File: src/rtl/door_run_timer.sv
// Door-cycle and one-floor run timer for an elevator car.
// A single FSM sequences the door (open, dwell, close) or a one-floor run.
// Each sequence ends with a one-cycle completion pulse. The FSM then holds
// in a release state until the controller drops its request line. Requests
// that break the handshake protocol are ignored and latch a sticky fault flag.
module door_run_timer (
  input  logic       clk,
  input  logic       rst_n,
  input  logic       switch,
  input  logic       opendoor,
  input  logic       mv2nxt,
  input  logic       open_btn,
  input  logic       close_btn,
  input  logic       obstruct,
  output logic       endOpen,
  output logic       endRun,
  output logic [4:0] DoorCount,
  output logic [2:0] door_pos,
  output logic [2:0] tstate,
  output logic       run_busy,
  output logic       fault
);

  typedef enum logic [2:0] {
    S_IDLE    = 3'b000,
    S_OPENING = 3'b001,
    S_DWELL   = 3'b010,
    S_CLOSING = 3'b011,
    S_REL_D   = 3'b100,
    S_RUN     = 3'b101,
    S_REL_R   = 3'b110,
    S_BAD     = 3'b111
  } state_e;

  state_e      r_state,    w_state;
  logic [2:0]  r_door_pos, w_door_pos;
  logic [4:0]  r_door_cnt, w_door_cnt;
  logic [5:0]  r_run_cnt,  w_run_cnt;
  logic        r_end_open, w_end_open;
  logic        r_end_run,  w_end_run;
  logic        r_fault,    w_fault;

  // State register: all timer state moves together on the rising edge.
  // NOTE: sequential state uses non-blocking (<=) so every register samples
  // the pre-edge values; blocking here would create order-dependent races.
  always_ff @(posedge clk or negedge rst_n) begin
    if (!rst_n) begin
      r_state    <= S_IDLE;
      r_door_pos <= 3'd0;
      r_door_cnt <= 5'd0;
      r_run_cnt  <= 6'd0;
      r_end_open <= 1'b0;
      r_end_run  <= 1'b0;
      r_fault    <= 1'b0;
    end else begin
      r_state    <= w_state;
      r_door_pos <= w_door_pos;
      r_door_cnt <= w_door_cnt;
      r_run_cnt  <= w_run_cnt;
      r_end_open <= w_end_open;
      r_end_run  <= w_end_run;
      r_fault    <= w_fault;
    end
  end

  // Next-state and next-register logic; switch=0 clears everything.
  // NOTE: every target gets a default first, so no path leaves one
  // unassigned and no latch is inferred.
  always_comb begin
    w_state    = r_state;
    w_door_pos = r_door_pos;
    w_door_cnt = r_door_cnt;
    w_run_cnt  = r_run_cnt;
    w_end_open = 1'b0;
    w_end_run  = 1'b0;
    w_fault    = r_fault;

    if (!switch) begin
      w_state    = S_IDLE;
      w_door_pos = 3'd0;
      w_door_cnt = 5'd0;
      w_run_cnt  = 6'd0;
      w_fault    = 1'b0;
    end else begin
      case (r_state)
        S_IDLE: begin
          if (opendoor) begin
            // Door request wins; a simultaneous run request is a violation.
            if (mv2nxt) w_fault = 1'b1;
            w_state    = S_OPENING;
            w_door_pos = 3'd0;
          end else if (mv2nxt) begin
            w_state   = S_RUN;
            w_run_cnt = 6'd0;
          end
        end

        S_OPENING: begin
          if (mv2nxt) w_fault = 1'b1;
          if (r_door_pos == 3'd7) begin
            w_state    = S_DWELL;
            w_door_cnt = 5'd0;
          end else begin
            w_door_pos = r_door_pos + 3'd1;
          end
        end

        S_DWELL: begin
          if (mv2nxt) w_fault = 1'b1;
          if (obstruct) begin
            w_door_cnt = r_door_cnt;           // hold while the edge is blocked
          end else if (open_btn) begin
            w_door_cnt = 5'd0;                 // restart the dwell
          end else if (close_btn || r_door_cnt == 5'd31) begin
            w_state    = S_CLOSING;
            w_door_cnt = 5'd0;
          end else begin
            w_door_cnt = r_door_cnt + 5'd1;
          end
        end

        S_CLOSING: begin
          if (mv2nxt) w_fault = 1'b1;
          if (obstruct || open_btn) begin
            // Reverse one step; position saturates at fully open.
            w_state    = S_OPENING;
            w_door_pos = (r_door_pos == 3'd7) ? 3'd7 : r_door_pos + 3'd1;
          end else if (r_door_pos == 3'd0) begin
            w_state    = S_REL_D;
            w_end_open = 1'b1;
          end else begin
            w_door_pos = r_door_pos - 3'd1;
          end
        end

        S_REL_D: begin
          if (!opendoor) w_state = S_IDLE;
        end

        S_RUN: begin
          if (opendoor) w_fault = 1'b1;
          if (r_run_cnt == 6'd63) begin
            w_state   = S_REL_R;
            w_end_run = 1'b1;
            w_run_cnt = 6'd0;
          end else begin
            w_run_cnt = r_run_cnt + 6'd1;
          end
        end

        S_REL_R: begin
          if (!mv2nxt) w_state = S_IDLE;
        end

        default: begin
          w_state = S_IDLE;
        end
      endcase
    end
  end

  assign endOpen   = r_end_open;
  assign endRun    = r_end_run;
  assign DoorCount = r_door_cnt;
  assign door_pos  = r_door_pos;
  assign tstate    = r_state;
  assign run_busy  = (r_state == S_RUN);
  assign fault     = r_fault;

endmodule

File: config.mk
export PLATFORM = sky130hd
export DESIGN_NAME = door_run_timer
export DESIGN_NICKNAME = d
export VERILOG_FILES = /design/src/rtl/door_run_timer.sv
export SDC_FILE = /design/constraint.sdc
export NUM_CORES = 1
export LEC_CHECK = 0
export BUFFER_PORTS_ARGS = -buffer_cell sky130_fd_sc_hd__buf_2
export CORE_ASPECT_RATIO = 0.7
export CORE_MARGIN = 2
export CORE_UTILIZATION = 57
export CTS_BUF_LIST = sky130_fd_sc_hd__clkbuf_2 sky130_fd_sc_hd__clkbuf_4 sky130_fd_sc_hd__clkbuf_8
export DETAILED_ROUTE_END_ITERATION = 7
export GPL_ROUTABILITY_DRIVEN = 0
export HOLD_SLACK_MARGIN = 0.12
export PLACE_DENSITY = 0.8
export SKIP_CTS_REPAIR_TIMING = 1
export SLEW_MARGIN = 20
export SYNTH_ARGS = -nofsm -noshare
export SYNTH_HDL_FRONTEND = slang
export SYNTH_SLANG_ARGS = --single-unit
File: constraint.sdc
create_clock -name clk -period 3.4 [get_ports clk]
set_clock_uncertainty 0.2 [all_clocks]
set_input_delay 0.51 -clock clk [delete_from_list [all_inputs] [get_ports clk]]
set_output_delay 0.51 -clock clk [all_outputs]
set_load 0.01 [all_outputs]
Word level (Yosys, flattened, before mapping)
Index checks and enable logic that the tools add are counted.
- bits in registers: 20
- bits of input ports: 8
- output and inout port bits: 15
- word-level logic and storage cells: 92
- add/sub/neg operators: 4
- equality and inequality tests: 28
- muxes and demuxes: 43
- reduce and logical (&&, ||, !) cells: 10
- operators with widths (kind ; number):
    2-to-1 mux 3 bit ; 18
    inequality test 3 bit (second input constant) ; 11
    2-to-1 mux 5 bit ; 5
    2-to-1 mux 6 bit ; 4
    one-hot mux 3 bit (7 select lines) ; 1
    equality test 3 bit (second input constant) ; 4
    inequality test 4 bit (second input constant) ; 3
    one-hot mux 6 bit (2 select lines) ; 1
    2-to-1 mux 1 bit ; 11
    one-hot mux 5 bit (2 select lines) ; 1
    one-hot mux 3 bit (3 select lines) ; 1
    AND reduction 3 bit ; 3
    AND reduction 9 bit ; 1
    adder 6 x 1 -> 6 bit (second input constant) ; 1
    equality test 3 x 2 -> 1 bit (second input constant) ; 2
    equality test 6 bit (second input constant) ; 1
    logical NOT 3 bit ; 2
    inequality test 3 x 1 -> 1 bit (second input constant) ; 2
    adder 5 x 1 -> 5 bit (second input constant) ; 1
    equality test 5 bit (second input constant) ; 1
    inequality test 4 x 1 -> 1 bit (second input constant) ; 1
    inequality test 4 x 2 -> 1 bit (second input constant) ; 1
    AND reduction 4 bit ; 1
    adder 3 x 1 -> 3 bit (second input constant) ; 1
    other kinds (6) ; 7

Logic depth before layout (Yosys ltp)
- word-level depth: 7
- depth in mapped cells: 8

Least setup slack after synthesis
OpenSTA, ideal clock, no wires.
- path kind: reg-to-reg
- start: register r_door_cnt[0], in the netlist DoorCount[0]
- end: register r_door_cnt[3], in the netlist DoorCount[3]
- data arrival time: 2.250 ns
- slack: 0.881 ns
- stages on the path, launching flop included: 8
- buffers on the path: 0
- path through: dfrtp_1 > ha_1 > and3_1 > ha_1 > or2_2 > or4_4 > or4_1 > nand3_1
- cells in the longest elaborated chain, start to end: 7
- RTL lines (what ; RTL line ; text):
    from (decl) ; 37 ; logic [4:0] r_door_cnt, w_door_cnt;
    from (signal assigned) ; 58 ; r_door_cnt <= w_door_cnt;
    parallel branches: the longest is 2 deep, another holds adder 5 x 1 -> 5 bit ; -- ;
    2-to-1 mux 5 bit * ; 114 ; end else if (close_btn || r_door_cnt == 5'd31) begin
    2-to-1 mux 5 bit * ; 112 ; end else if (open_btn) begin
    2-to-1 mux 5 bit * ; 110 ; if (obstruct) begin
    one-hot mux 5 bit (2 select lines) * ; 85 ; case (r_state)
    2-to-1 mux 5 bit * ; 78 ; if (!switch) begin
Every way passes the cells marked *. The select of a mux whose other input is x is not followed.
A chain may end at the register's enable or synchronous reset.

Worst setup path after layout
Ends and elaborated chain as after synthesis.

==> key figures <==
Run status
  – Status: completed

Yosys
  – Asr flop ratio synth: 1.000
  – Largest cells by area after synthesis: dfrtp_1 39%, ha_1 7.7%, o21ai_0 6.9%
  – Yosys warning total: 0
  – EDFF count, synth: 0
  – Sequential area share after synthesis: 0.3854
  – Post-synthesis mux area share: 0.02505
  – Cells after Synth: around 150
  – Share of the synthesized area in the top cell type: 0.3854
  – Largest area contributor in the netlist: dfrtp_1
  – Synth cell types: 42
  – #FFs+latches synth: 20
  – Synth Area in Adders: 0.07707
  – Post-Syn Nets: 165
  – Simple-gate share of the synthesized area: 0.2399
  – Synthesized area: 1299 um^2
  – Mean Syn Cell Area: 8.716 um^2
  – Compound-Gate Fraction of Synth Area: 0.2216
  – Main synth FF type: dfrtp_1
  – Combinational family with the most area after synthesis: simple AND/OR/NAND/NOR gates
  – Synth Area in XOR/XNOR: 0.01349

Floorplan
  – Die Wd: ~61 um
  – Io pins: 23
  – Die ar.: 2682 um^2
  – Die height: roughly 44 um
  – Initial cell density of the core: 0.6028
  – Core region area: 2155 um^2
  – FP Rows: 14

Power
  – Net load switching power: 0.3247 mW
  – Comb pwr share: 0.335
  – Int Pwr: roughly 0.51 mW
  – Pwr dens: ~560 nW/um^2
  – Leakage: 0.7125 nW
  – Peak supply drop: ~470 uV
  – Sequential share of power: 0.429
  – Clock Power Share: 0.236
  – Sw Share: 0.3867

STA
  – Period utilization: 0.7648
  – Period minus WS final: 2.600 ns
  – Final Max Tran Viols: 0
  – Unrepaired setup endpoints after global routing: no
  – Worst rel slew slack: 0.5539
  – Worst setup margin: 0.7997 ns
  – Worst-Margin Slew: 0.6692 ns
  – Count of final hold-check violations: 0
  – Fmax: 384.6 MHz
  – Setup TNS: 0 ns
  – Final setup viols: 0

Global route
  – GRT Util Overall: 0.2426
  – Largest net degree at the start of global routing: 25
  – Grt total ovfl: 0
  – Initial antenna violation count: 0
  – First-pass GRT wire length: 4733 um
  – Vias in the first global route: between 1000 and 1500

Routing
  – Antenna Nets Post-Route: 0
  – DRC viols: 0
  – Routed vias/inst: 6.059
  – WL/cell: around 14 um
  – Detailed Route Iter0 Violations: 62
  – Vias: 1230
  – Total wire length: ~2900 um
  – Pre-Repair DR Iteration Count: 4

Critical path
  – CP max FO: 5
  – WP depth: 7
  – Worst setup EP type: flip-flop
  – CP dominant cell by count: ha_1
  – Reg2Reg Depth: 7
  – Worst path bufs/invs: 0
  – CP required: 3.46 ns
  – Reg-to-Reg End: DoorCount[3]
  – Critical path class: reg2reg
  – R2R Path Start: DoorCount[0]
  – CP Cell Sequence: ha_1 -> and3_1 -> ha_1 -> or2_2 -> or4_4 -> or4_1 -> nand3_1
  – Crit path DAT: between 2 and 3 ns
  – Kind of cell adding the most delay to the critical path: simple AND/OR/NAND/NOR gates
  – Slowest Stage Delay on Critical Path: approximately 0.47 ns
  – Setup crit end: DoorCount[3]
  – FF-to-FF setup slack: 0.80 ns
  – CP Launch Point: DoorCount[0]
  – Worst path slowest cell: or4_1
  – Startpoint types: flip-flop

Finish
  – Antenna cells: 0
  – Area grow syn2layout: 14.64%
  – Layout cell share with drive strength beyond 1: 0.1871
  – Nets: 188

Clocking
  – H-tree levels: 1
  – CTS tree: done
  – Num CTS Buffers: 3
  – Clk pin slew, worst setup/hold paths: 0.12 ns
  – Latest clock arrival within the worst-skew pair: 0.32 ns
  – CTS sink cnt: 20
  – Root Driver: clkbuf_4
  – Clk buf depth: 2

Min path
  – Hold Path Class: in2reg

Job
  – Max-Cap Viols: 0

Place
  – Setup slack at placement: just over 0.8 ns
  – Port Buffer Count: 22
  – DP HPWL: 2101 um
==> cells in the final DEF, fill, tap and decap left out, types with 3 or more instances in the layout <==
cell type / Yosys / routed
a21oi_1: 9 / 9
nand2_1: 13 / 13
a31oi_1: 3 / 3
nand3_1: 8 / 8
a211o_1: 3 / 3
nand2b_1: 5 / 5
buf_2: 3 / 22
inv_1: 7 / 7
ha_1: 8 / 8
nand3b_1: 3 / 3
nor2b_1: 4 / 4
o21a_1: 3 / 3
o21ai_0: 18 / 18
and3_1: 4 / 4
clkbuf_4: 0 / 3
nor2_1: 8 / 8
dfrtp_1: 20 / 20
==> routing by layer <==
metal / global-route usage / part of all wire / wire length (um) / vias to the layer above
met1: 0.3459 / 0.46 / 1355 / 582
met2: 0.3617 / 0.46 / 1337 / 60
li1: - / - / - / 582
met3: 0.06567 / 0.069 / 202 / 6
met4: 0.06957 / 0.0092 / 27 / 0
met5: 0 / 0 / 0 / -
==> sequential cells by signal, indices dropped and copies added, names as in the netlist <==
register	count
tstate	3
DoorCount	5
door_pos	3
r_run_cnt	6
endRun	1
fault	1
endOpen	1
==> power by group through the flow <==
stage                     Sequential (mW)  Combinational, mW  Clock [mW]
final                               0.360              0.282       0.198
after global routing                0.371              0.310       0.212
after CTS                           0.356              0.279       0.204
after detailed placement            0.361              0.273           0
after global placement              0.357              0.268           0
after floorplan                     0.311              0.246           0
==> logic make-up after synthesis <==
| group | after synthesis |
|---|---|
| AND/OR/NAND/NOR | 57 |
| AO/OA/AOI/OAI | 47 |
| flip-flops | 20 |
| buffers and inverters | 12 |
| adder cells (fa/ha/maj) | 8 |
| multiplexers | 3 |
| XOR/XNOR | 2 |
==> cell type report <==
type,count,area (um^2)
clock buffers,3,22.52
clock inverters,1,30.03
fillers,188,665.6
inverters,7,26.28
multi-input cells,117,749.5
flip-flops and latches,20,500.5
well taps,32,40.04
repair buffers,23,120.1
==> how the worst min path moves through the flow <==
stage / from / to / slack (ns) / depth (start not counted)
CTS: rst_n / r_run_cnt[3] / -0.07 / 1
floorplan: rst_n / DoorCount[0] / 0.01 / 0
global route: obstruct / endOpen / 0.19 / 2
global placement: rst_n / door_pos[1] / 0.28 / 1
finish: obstruct / endOpen / 0.21 / 2
detailed placement: rst_n / door_pos[1] / 0.29 / 1
==> stage by stage <==
step	cell area (um^2)	util	power [mW]	instances	hold slack [ns]
after floorplan	1299	-	0.5565	149	0.01441
after global placement	1426	0.6620	0.6247	198	0.2804
after detailed placement	1426	0.6620	0.6340	198	0.2923
after CTS	1479	0.6864	0.8398	202	-0.06864
after global routing	1489	0.6911	0.8931	203	0.1890
final	1489	0.6911	0.8396	203	0.2112
==> synthesized netlist by cell type (all sizes together) (2+ instances only) <==
cell	instances
mux2	2
a211o	3
nand2	13
a31oi	3
ha	8
nand3b	3
o21a	3
nor2b	4
nor4	2
buf	4
nor3	2
nand3	8
o31ai	2
a21oi	9
nor2	8
and3	4
nand2b	6
dfrtp	20
o21ai	18
or4	2
inv	7
or2	2
==> worst register-to-register path, stage by stage, from the launching register on <==
cell and delay [ns]:
dfrtp_1 0.44, ha_1 0.24, and3_1 0.20, ha_1 0.17
or2_2 0.31, or4_4 0.42, or4_1 0.47, nand3_1 0.09
No activity file was read; power rests on OpenSTA's default activity.
